<file path="src/rtl/game_irq_scheduler.sv">
// -----------------------------------------------------------------------------
// game_irq_scheduler
//
// Drives the kcpsm6 interrupt line for the game. Two event sources are merged:
//   * a periodic game tick whose period depends on the speed level, and
//   * the rising edge of the video controller's collision flag.
// Each source sets a sticky pending flag. The request/service handshake
// snapshots the pending flags into `cause` when the processor acknowledges.
// Ticks that arrive while a tick is already pending are counted in `overrun`.
//
// Ports
//   clk            system clock, rising edge
//   rst            synchronous reset, active low
//   level          speed select, 1 = FAST_PERIOD, 0 = SLOW_PERIOD
//   pause          freezes the tick counter and suppresses tick events
//   collision      raw level-type collision flag
//   interrupt_ack  kcpsm6 acknowledge pulse
//   eoi            end-of-interrupt strobe from firmware
//   ovr_clr        clears the overrun counter
//   interrupt      registered interrupt request
//   cause          {collision, tick} captured at acknowledge
//   overrun        lost-tick counter, saturating at 255
//   busy           high while the handler is in service
// -----------------------------------------------------------------------------
module game_irq_scheduler #(
    parameter int SLOW_PERIOD = 10000000,
    parameter int FAST_PERIOD = 4000000,
    parameter int CNT_W       = 26
) (
    input  logic       clk,
    input  logic       rst,
    input  logic       level,
    input  logic       pause,
    input  logic       collision,
    input  logic       interrupt_ack,
    input  logic       eoi,
    input  logic       ovr_clr,
    output logic       interrupt,
    output logic [1:0] cause,
    output logic [7:0] overrun,
    output logic       busy
);

    localparam logic [CNT_W-1:0] SLOW_LAST = CNT_W'(SLOW_PERIOD - 1);
    localparam logic [CNT_W-1:0] FAST_LAST = CNT_W'(FAST_PERIOD - 1);

    typedef enum logic [1:0] {
        IDLE    = 2'd0,
        REQ     = 2'd1,
        SERVICE = 2'd2
    } state_t;

    // Tick counter and edge-detect history
    logic [CNT_W-1:0] count_reg;
    logic [CNT_W-1:0] count_next;
    logic [CNT_W-1:0] period_last;
    logic             level_reg;
    logic             coll_reg;

    // Event and handshake decode
    logic level_change;
    logic tick_evt;
    logic coll_evt;
    logic ack_cap;

    // Pending flags and overrun
    logic       tick_pend_reg;
    logic       tick_pend_next;
    logic       coll_pend_reg;
    logic       coll_pend_next;
    logic       any_pend;
    logic [7:0] overrun_reg;
    logic [7:0] overrun_next;

    // FSM and registered outputs
    state_t     state_reg;
    logic       interrupt_reg;
    logic       busy_reg;
    logic [1:0] cause_reg;

    always_comb begin
        // level_reg is the period in force; when it differs from level the
        // counter is being restarted anyway, so no tick can be produced.
        period_last  = level_reg ? FAST_LAST : SLOW_LAST;
        level_change = (level != level_reg);
        tick_evt     = !pause && !level_change && (count_reg == period_last);
        coll_evt     = collision && !coll_reg;
        ack_cap      = (state_reg == REQ) && interrupt_ack;
        any_pend     = tick_pend_reg || coll_pend_reg;

        // A level change restarts the period even while paused.
        count_next = count_reg;
        if (level_change) begin
            count_next = '0;
        end else if (!pause) begin
            if (count_reg == period_last) begin
                count_next = '0;
            end else begin
                count_next = count_reg + CNT_W'(1);
            end
        end

        // Set wins over the clear from an acknowledge in the same cycle.
        tick_pend_next = tick_evt || (tick_pend_reg && !ack_cap);
        coll_pend_next = coll_evt || (coll_pend_reg && !ack_cap);

        // A clear coincident with a lost tick leaves that tick counted.
        overrun_next = overrun_reg;
        if (ovr_clr) begin
            overrun_next = (tick_evt && tick_pend_reg) ? 8'd1 : 8'd0;
        end else if (tick_evt && tick_pend_reg && (overrun_reg != 8'hFF)) begin
            overrun_next = overrun_reg + 8'd1;
        end
    end

    always_ff @(posedge clk) begin
        if (!rst) begin
            count_reg     <= '0;
            level_reg     <= 1'b0;
            coll_reg      <= 1'b0;
            tick_pend_reg <= 1'b0;
            coll_pend_reg <= 1'b0;
            overrun_reg   <= 8'd0;
            state_reg     <= IDLE;
            interrupt_reg <= 1'b0;
            busy_reg      <= 1'b0;
            cause_reg     <= 2'b00;
        end else begin
            count_reg     <= count_next;
            level_reg     <= level;
            coll_reg      <= collision;
            tick_pend_reg <= tick_pend_next;
            coll_pend_reg <= coll_pend_next;
            overrun_reg   <= overrun_next;

            case (state_reg)
                IDLE: begin
                    if (any_pend) begin
                        state_reg     <= REQ;
                        interrupt_reg <= 1'b1;
                    end
                end
                REQ: begin
                    if (interrupt_ack) begin
                        cause_reg     <= {coll_pend_reg, tick_pend_reg};
                        interrupt_reg <= 1'b0;
                        busy_reg      <= 1'b1;
                        state_reg     <= SERVICE;
                    end
                end
                SERVICE: begin
                    if (eoi) begin
                        busy_reg <= 1'b0;
                        // Work that arrived during service is re-requested
                        // directly, without a detour through IDLE.
                        if (any_pend) begin
                            state_reg     <= REQ;
                            interrupt_reg <= 1'b1;
                        end else begin
                            state_reg <= IDLE;
                        end
                    end
                end
                default: begin
                    state_reg     <= IDLE;
                    interrupt_reg <= 1'b0;
                    busy_reg      <= 1'b0;
                end
            endcase
        end
    end

    assign interrupt = interrupt_reg;
    assign cause     = cause_reg;
    assign overrun   = overrun_reg;
    assign busy      = busy_reg;

endmodule
</file>
<file path="config.mk">
export PLATFORM = sky130hd
export DESIGN_NAME = game_irq_scheduler
export DESIGN_NICKNAME = d
export VERILOG_FILES = /design/src/rtl/game_irq_scheduler.sv
export SDC_FILE = /design/constraint.sdc
export NUM_CORES = 1
export LEC_CHECK = 0
export BUFFER_PORTS_ARGS = -buffer_cell sky130_fd_sc_hd__buf_4
export CAP_MARGIN = 40
export CORE_ASPECT_RATIO = 1.2
export CORE_UTILIZATION = 55
export DETAILED_ROUTE_END_ITERATION = 8
export PLACE_DENSITY = 0.75
export SETUP_SLACK_MARGIN = 0.1
export SLEW_MARGIN = 15
export SYNTH_ARGS = -nofsm -noshare
export SYNTH_HDL_FRONTEND = slang
export SYNTH_SLANG_ARGS = --single-unit
</file>
<file path="constraint.sdc">
create_clock -name clk -period 3.6 [get_ports clk]
set_input_delay 0 -clock clk [delete_from_list [all_inputs] [get_ports clk]]
set_output_delay 0 -clock clk [all_outputs]
set_load 0.02 [all_outputs]
</file>
; Yosys cells after proc, flatten, opt, wreduce, memory -nomap -nowiden
; Index checks and enable logic that the tools add are counted.
[totals]
register_bits = 44
latchBits = 0
ramBits = 0
rom_bits = 0
in_bits = 8
output_inout_bits = 12
elab_cells = 61
n_memories = 0
[classes]
add_sub_neg = 2
n_mul = 0
div = 0
magnitude_cmp = 0
n_eq_ne = 8
shift = 0
n_mux = 17
bitwise = 2
reduce_logical = 22
[op_table]
columns = op, count
row1 = $add A26 B1 Y26 const B, 1
row2 = $eq A26 B24 Y1, 1
row3 = $mux W26, 1
row4 = $mux W24, 1
row5 = $mux W8, 2
row6 = $add A8 B1 Y8 const B, 1
row7 = $logic_and A1 B1 Y1, 8
row8 = $ne A8 B8 Y1 const B, 1
row9 = $mux W1, 7
row10 = $mux W2, 3
row11 = $ne A2 B2 Y1 const B, 3
row12 = $pmux W1 S3, 2
row13 = $pmux W2 S3, 1
row14 = $reduce_and A3 Y1, 2
row15 = $logic_not A1 Y1, 4
row16 = $reduce_and A2 Y1, 2
row17 = $logic_or A1 B1 Y1, 3
row18 = $eq A2 B1 Y1 const B, 1
row19 = $eq A2 B2 Y1 const B, 1
row20 = $logic_not A2 Y1, 1
row21 = $not A1 Y1, 2
row22 = $reduce_bool A2 Y1, 1
row23 = $reduce_or A2 Y1, 1
row24 = $ne A1 B1 Y1, 1

; Depth between registers and ports, before layout
; Gate-level depths: netlist of the first run.
[depth]
depth_word = 8
mapped_depth = 7
ltp_nobuf = 6

; Worst setup path before layout of the first run
; No wires, ideal clock.
[synth_timing]
path_kind = reg2reg
startpoint = register count_reg[16]
endpoint = register overrun_reg[7] (netlist: overrun[7])
setup_ns = 0.130
arrival_time_ns = 1.725
setup_slack_ns = 1.746
stages_incl_launch_ff = 7
path_cell_list = dfxtp_1 > or4b_4 > mux2i_4 > nand4_2 > buf_2 > o41ai_1 > a21oi_1
[synth_between]
elab_chain_cells = 5
[synth_rtl]
columns = element, line_no
row1 = start: declaration, 54  ; logic [CNT_W-1:0] count_reg;
row2 = start signal: assignment, 129  ; count_reg <= count_next;
row3 = $eq A26 B24 Y1, 86  ; tick_evt = !pause && !level_change && (count_reg == period_last);
row4 = $logic_and A1 B1 Y1, 86
row5 = $logic_and A1 B1 Y1 (2 in series), 111  ; end else if (tick_evt && tick_pend_reg && (overrun_reg != 8'hFF)) begin
row6 = $reduce_bool A2 Y1 (no line), -
row7 = end signal: assignment, 134  ; overrun_reg <= overrun_next;
row8 = end: declaration, 72  ; logic [7:0] overrun_reg;
; No other way between the ends.
; A chain may end at the register's enable or synchronous reset.

; Worst setup path after layout of the first run
[layout_timing]
startpoint = register count_reg[18]
endpoint = register count_reg[17]
[layout_between]
elab_chain_cells = 2
[layout_rtl]
columns = element, line_no
row1 = $eq A26 B24 Y1, 96  ; if (count_reg == period_last) begin
row2 = $mux W26, 96
; No other way between the ends.

==> impl_metrics.env, run 1 <==
export IMPL_numCtsBuffers=5
export IMPL_ant_nets=0
export IMPL_rows=24
export IMPL_synth_seq_cells=44
export IMPL_core_area_sq_um=3660
export IMPL_yosys_top_cells_count="dfxtp_1, nor2_1, nand3_1"
export IMPL_final_max_slew_violation_count=0
export IMPL_first_pass_iters=4
export IMPL_post_synth_top_count_cell="dfxtp_1"
export IMPL_start_util=0.579
export IMPL_cts_buffer_depth=2
export IMPL_grt_first_pass_wirelength_mm=6.78
export IMPL_avgViaCountPerCell=5.51
export IMPL_drc_errors=0
export IMPL_min_path_cells=3
export IMPL_ys_flop_type="dfxtp_1"
export IMPL_period_needed_ps=2370
export IMPL_pwr_density_cell_nw_per_um2=375
export IMPL_critPathKind="reg -> reg"
export IMPL_p_sw_frac=0.221
export IMPL_cp_start_kind="flip-flop"
export IMPL_place_ws_ps=1220
export IMPL_ys_async_sr_fraction=0
export IMPL_cts_tree="done"
export IMPL_hold_viol=0
export IMPL_cpMaxStageDelayCell="nand3_1"
export IMPL_endpoint_kind="flip-flop"
export IMPL_seqPwrFrac=0.539
export IMPL_finalCritPeriodShare=0.659
export IMPL_drt_wirelength_per_cell_um=12.6
export IMPL_rr_worst_depth=5
export IMPL_ys_top_cells_by_area="dfxtp_1, xor2_1, nor2_1, nand3_1, and4_1"
export IMPL_slew_limit_headroom=0.456
export IMPL_reg2reg_to="count_reg[17]$_SDFFE_PP0N_"
export IMPL_num_antenna_cells=0
export IMPL_rsz0062_at_grt="no"
export IMPL_regToRegSetupSlack_ps=1230
export IMPL_yosysTopAreaCellShare=0.416
export IMPL_routabilityCongestion=0.872
export IMPL_internal_power_mw=0.720
export IMPL_cp_max_fo=22
export IMPL_num_io_pins=20
export IMPL_hold_end="interrupt$_SDFFE_PN0P_"
export IMPL_cts_htree_levels=2
export IMPL_hold_ws_ps=7.56
export IMPL_syn_inst=239
export IMPL_slowest_delay_ps=690
export IMPL_fin_util=0.673
export IMPL_setup_violations=0
export IMPL_grt_total_usage=0.211
export IMPL_tns_ps=0
export IMPL_antenna_found_initial=0
export IMPL_drtIter0Drc=92
export IMPL_cap_violations=0
export IMPL_path_buf_inv=0
export IMPL_power_leakage_nw=0.865
export IMPL_port_buffers=19
export IMPL_largest_reg_flops=26
export IMPL_reg2reg_from="count_reg[18]$_SDFFE_PP0N_"
export IMPL_fill_cells=325
export IMPL_power_mw=0.924
export IMPL_hpwl_mm=2.80
export IMPL_path_delay_family="simple AND/OR/NAND/NOR gates"
export IMPL_cts_repair_resized=0
export IMPL_die_area_sq_um=4110
export IMPL_synth_fp_nets=249
export IMPL_synth_edf_count=0
export IMPL_grt_remaining_overflow=0
export IMPL_regArea_sq_um=881
export IMPL_vias=1740
export IMPL_drive_gt1_frac=0.125
export IMPL_layout_nets=273
export IMPL_fin_skew_ps=4.79
export IMPL_cp_arrival_ps=2540
export IMPL_netlist_top_cell_by_area="dfxtp_1"
export IMPL_die_y_um=70.0
export IMPL_comb_power_share=0.051
export IMPL_path_cells="or4b_4 -> mux2i_4 -> nand4_2 -> nand3_1 -> nor2_1"
export IMPL_min_from="interrupt_ack"
export IMPL_ys_warn_count=0
export IMPL_fp_dieW_um=58.7
export IMPL_yosysSeqAreaShare=0.416
export IMPL_fmax_mhz=421
export IMPL_ir_drop_mv=0.353
export IMPL_worstMarginPinSlew_ps=813
export IMPL_switchingPower_mw=0.204
export IMPL_root_buffer="clkbuf_8"
export IMPL_cts_sink_count=44
export IMPL_hold_class="in -> reg"
export IMPL_multi_input_area_sq_um=1200
export IMPL_syn_area_sq_um=2120
export IMPL_p_clk_frac=0.410
export IMPL_clkSlewWorstSetupHoldPaths_ps=80
export IMPL_grt_max_degree=23
export IMPL_worst_slack_ps=1230
export IMPL_synth_cell_type_count=43
export IMPL_required_ps=3760
export IMPL_clk_insertion_delay_late_ps=300
export IMPL_status="finished, final reports clean"
export IMPL_synth_avg_cell_area_sq_um=8.87
export IMPL_area_growth_syn_to_layout_pct=16.3
export IMPL_grt_pass1_vias=1570
export IMPL_wl_mm=3.97
## worst register-to-register path, cell delays in order, from the launching register on
cell and delay [ps]:
dfxtp_1 380, or4b_4 540, mux2i_4 190, nand4_2 320, nand3_1 690, nor2_1 120
## power by group through the flow
stage | clock network [mW] | logic [mW] | registers, mW
floorplan | 0 | 0.0249 | 0.511
global placement | 0 | 0.0421 | 0.509
detailed placement | 0 | 0.0424 | 0.509
CTS | 0.388 | 0.0477 | 0.498
global route | 0.406 | 0.0523 | 0.499
finish | 0.379 | 0.0473 | 0.498
## kinds of logic after synthesis
| family | count (synthesis) | share of synthesized area |
|---|---|---|
| buffers and inverters | 10 | 0.0195 |
| adders and majority gates | 2 | 0.0118 |
| DFF | 44 | 0.416 |
| and+or+nand+nor | 124 | 0.328 |
| xor gates and xnor gates | 24 | 0.0992 |
| muxes | 4 | 0.0248 |
| AOI/OAI and AO/OA | 31 | 0.101 |
## layout by cell type (no fill, tap or decap), types with 7 or more instances in the layout
cell / instances
buf_4: 19
nand2_1: 15
nand3_1: 20
xor2_1: 16
and4_1: 8
dfxtp_1: 44
nor2_1: 32
nand4_1: 7
a21oi_1: 8
xnor2_1: 8
## what timing repair did
item / CTS / global route
hold buffers: 6 / 0
hold endpoints to repair: 6 / 0
buffers inserted: 0 / 0
## area by class of cell
class	instances	share of cell area
multi-input combinational	185	0.486
sequential	44	0.357
timing repair buffer	25	0.0822
clock buffer	5	0.0279
tap	52	0.0264
clock inverter	3	0.0173
inverter	2	0.00305
## per-layer routing
layer	part of all wire	routed length, um	global-route usage	vias up
li1	-	-	-	911
met1	0.47	1870	0.263	793
met2	0.48	1910	0.358	31
met3	0.037	146	0.0333	5
met4	0.0091	36	0.0794	0
met5	0	0	0	-
## per-stage QoR
step / instances / instance area (sq um)
2_1_floorplan: 239 / 2120
3_3_place_gp: 302 / 2290
3_5_place_dp: 302 / 2290
4_1_cts: 316 / 2460
5_1_grt: 316 / 2460
6_report: 316 / 2460
## worst max-delay path by stage
stage	depth (start not counted)	slack (ps)	from	end
CTS	5	1220	count_reg[18]$_SDFFE_PP0N_	count_reg[3]$_SDFFE_PP0N_
detailed placement	5	1220	count_reg[18]$_SDFFE_PP0N_	count_reg[25]$_SDFFE_PP0N_
global placement	5	1250	count_reg[18]$_SDFFE_PP0N_	count_reg[25]$_SDFFE_PP0N_
global route	6	1030	count_reg[0]$_SDFFE_PP0N_	count_reg[18]$_SDFFE_PP0N_
finish	5	1230	count_reg[18]$_SDFFE_PP0N_	count_reg[17]$_SDFFE_PP0N_
floorplan	6	1750	count_reg[16]$_SDFFE_PP0N_	overrun[7]$_SDFFE_PN0P_
(Power assumes the default switching activity.)
==> run 2: changes to the inputs <==
clock period = 2.3 ns   (was 3.6 ns; I/O delays follow)
==> impl_metrics.env, run 2 (synthesis gave the netlist of run 1 again) <==
export IMPL_regArea_sq_um=881
export IMPL_grt_total_usage=0.224
export IMPL_stdcell_count=322
export IMPL_slowest_delay_ps=550
export IMPL_internal_power_mw=1.06
export IMPL_p_clk_frac=0.366
export IMPL_avgViaCountPerCell=5.61
export IMPL_met2_usage=0.375
export IMPL_pwr_density_cell_nw_per_um2=539
export IMPL_fmax_mhz=498
export IMPL_power_leakage_nw=0.898
export IMPL_worstMarginPinSlew_ps=498
export IMPL_regToRegSetupSlack_ps=290
export IMPL_critPathLaunch="count_reg[16]$_SDFFE_PP0N_"
export IMPL_clk_insertion_delay_late_ps=290
export IMPL_num_io_pins=20
export IMPL_final_cell_mix="dfxtp_1, nor2_1, buf_4"
export IMPL_fill_cells=312
export IMPL_slew_limit_headroom=0.666
export IMPL_cts_sink_count=44
export IMPL_comb_power_share=0.059
export IMPL_endpoint_kind="flip-flop"
export IMPL_rsz0062_at_grt="no"
export IMPL_wl_mm=4.20
export IMPL_drc_errors=0
export IMPL_vias=1807
export IMPL_cap_violations=0
export IMPL_area_growth_syn_to_layout_pct=18.5
export IMPL_cpMaxStageDelayCell="or4b_4"
export IMPL_numCtsBuffers=5
export IMPL_grt_max_degree=23
export IMPL_start_util=0.579
export IMPL_grt_pass1_vias=1656
export IMPL_cp_start_kind="flip-flop"
export IMPL_setup_violations=0
export IMPL_path_cells="or4b_4 -> mux2i_4 -> nand4_4 -> or4_1 -> a21oi_1"
export IMPL_drt_wirelength_per_cell_um=13.1
export IMPL_fin_skew_ps=1.38
export IMPL_place_ws_ps=228
export IMPL_multi_input_area_sq_um=1210
export IMPL_core_area_sq_um=3660
export IMPL_fp_dieW_um=58.7
export IMPL_cts_buffer_depth=2
export IMPL_place_inst=309
export IMPL_min_from="rst"
export IMPL_final_max_slew_violation_count=0
export IMPL_tns_ps=0
export IMPL_switchingPower_mw=0.300
export IMPL_finalCritPeriodShare=0.874
export IMPL_ir_drop_mv=0.365
export IMPL_power_mw=1.36
export IMPL_hold_viol=0
export IMPL_hpwl_mm=2.95
export IMPL_grt_first_pass_wirelength_mm=7.11
export IMPL_busiest_layer="met2"
export IMPL_p_sw_frac=0.222
export IMPL_grtUsageMet3=0.0611
export IMPL_drtIter0Drc=128
export IMPL_period_needed_ps=2010
export IMPL_reg2reg_to="overrun[6]$_SDFFE_PN0P_"
export IMPL_clkSlewWorstSetupHoldPaths_ps=80
export IMPL_worst_slack_ps=291
export IMPL_cts_tree="done"
export IMPL_postPlaceCellArea_sq_um=2360
export IMPL_status="finished, final reports clean"
export IMPL_critPathKind="reg -> reg"
export IMPL_seqPwrFrac=0.575
export IMPL_antenna_found_initial=0
export IMPL_largest_reg_flops=26
export IMPL_routabilityCongestion=0.816
export IMPL_die_y_um=70.0
export IMPL_hold_class="in -> reg"
export IMPL_num_antenna_cells=0
export IMPL_cts_setup_buffers=0
export IMPL_min_path_cells=2
export IMPL_met1_usage=0.276
export IMPL_port_buffers=19
export IMPL_ant_nets=0
export IMPL_die_area_sq_um=4110
export IMPL_final_common_cell="dfxtp_1"
export IMPL_layout_nets=279
export IMPL_cp_max_fo=10
export IMPL_cp_arrival_ps=2240
export IMPL_reg2reg_from="count_reg[16]$_SDFFE_PP0N_"
export IMPL_path_buf_inv=0
export IMPL_root_buffer="clkbuf_8"
export IMPL_required_ps=2530
export IMPL_path_delay_family="simple AND/OR/NAND/NOR gates"
export IMPL_fin_area_sq_um=2510
export IMPL_first_pass_iters=4
export IMPL_drive_gt1_frac=0.144
export IMPL_cts_htree_levels=2
export IMPL_hold_end="state_reg[0]$_SDFFE_PN0P_"
export IMPL_grt_remaining_overflow=0
export IMPL_rows=24
export IMPL_rr_worst_depth=5
run 2: cell types whose count changed in the layout (fill, tap and decap cells not counted), sizes merged:
cell	before	now
clkinvlp	1	0
clkinv	1	0
bufinv	1	0
dlygate4sd3	6	5
clkbuf	5	8
buf	19	26
run 2: power by group through the flow:
stage | clock network [mW] | registers, mW | logic (mW)
after floorplan | 0 | 0.799 | 0.0390
after global placement | 0 | 0.797 | 0.0726
after global routing | 0.538 | 0.781 | 0.0872
after CTS | 0.504 | 0.779 | 0.0806
after detailed placement | 0 | 0.797 | 0.0733
final | 0.496 | 0.779 | 0.0801
run 2: how the worst max path moves through the flow:
| stage | endpoint | slack, ps | depth (start not counted) |
|---|---|---|---|
| after detailed placement | overrun[6]$_SDFFE_PN0P_ | 230 | 5 |
| after global routing | overrun[6]$_SDFFE_PN0P_ | 100 | 5 |
| after CTS | overrun[6]$_SDFFE_PN0P_ | 210 | 5 |
| after floorplan | overrun[7]$_SDFFE_PN0P_ | 450 | 6 |
| final | overrun[6]$_SDFFE_PN0P_ | 290 | 5 |
| after global placement | overrun[6]$_SDFFE_PN0P_ | 270 | 5 |
run 2: per-layer routing:
layer	wire length (um)	vias to the layer above
met5	0	-
met3	138	5
met2	2090	35
met1	1920	846
li1	-	921
met4	54	0
run 2: timing repair:
| item | CTS | global route |
|---|---|---|
| resized for setup | 0 | 2 |
| endpoints found under the setup margin | 0 | 4 |
| hold buffers | 5 | 0 |
| hold endpoints to repair | 5 | 0 |
run 2: cell type report:
| type | instances | area share |
|---|---|---|
| inverter | 2 | 0.00299 |
| clock buffer | 8 | 0.0359 |
| sequential | 44 | 0.351 |
| timing repair buffer | 31 | 0.103 |
| tap | 52 | 0.0259 |
| multi-input combinational | 185 | 0.482 |
run 2: metrics by stage:
stage | hold WS, ps | util
3_5_place_dp | 220 | 0.644
4_1_cts | 12.3 | 0.682
6_report | 19.7 | 0.686
3_3_place_gp | 217 | 0.644
5_1_grt | 5.67 | 0.686
2_1_floorplan | 122 | -
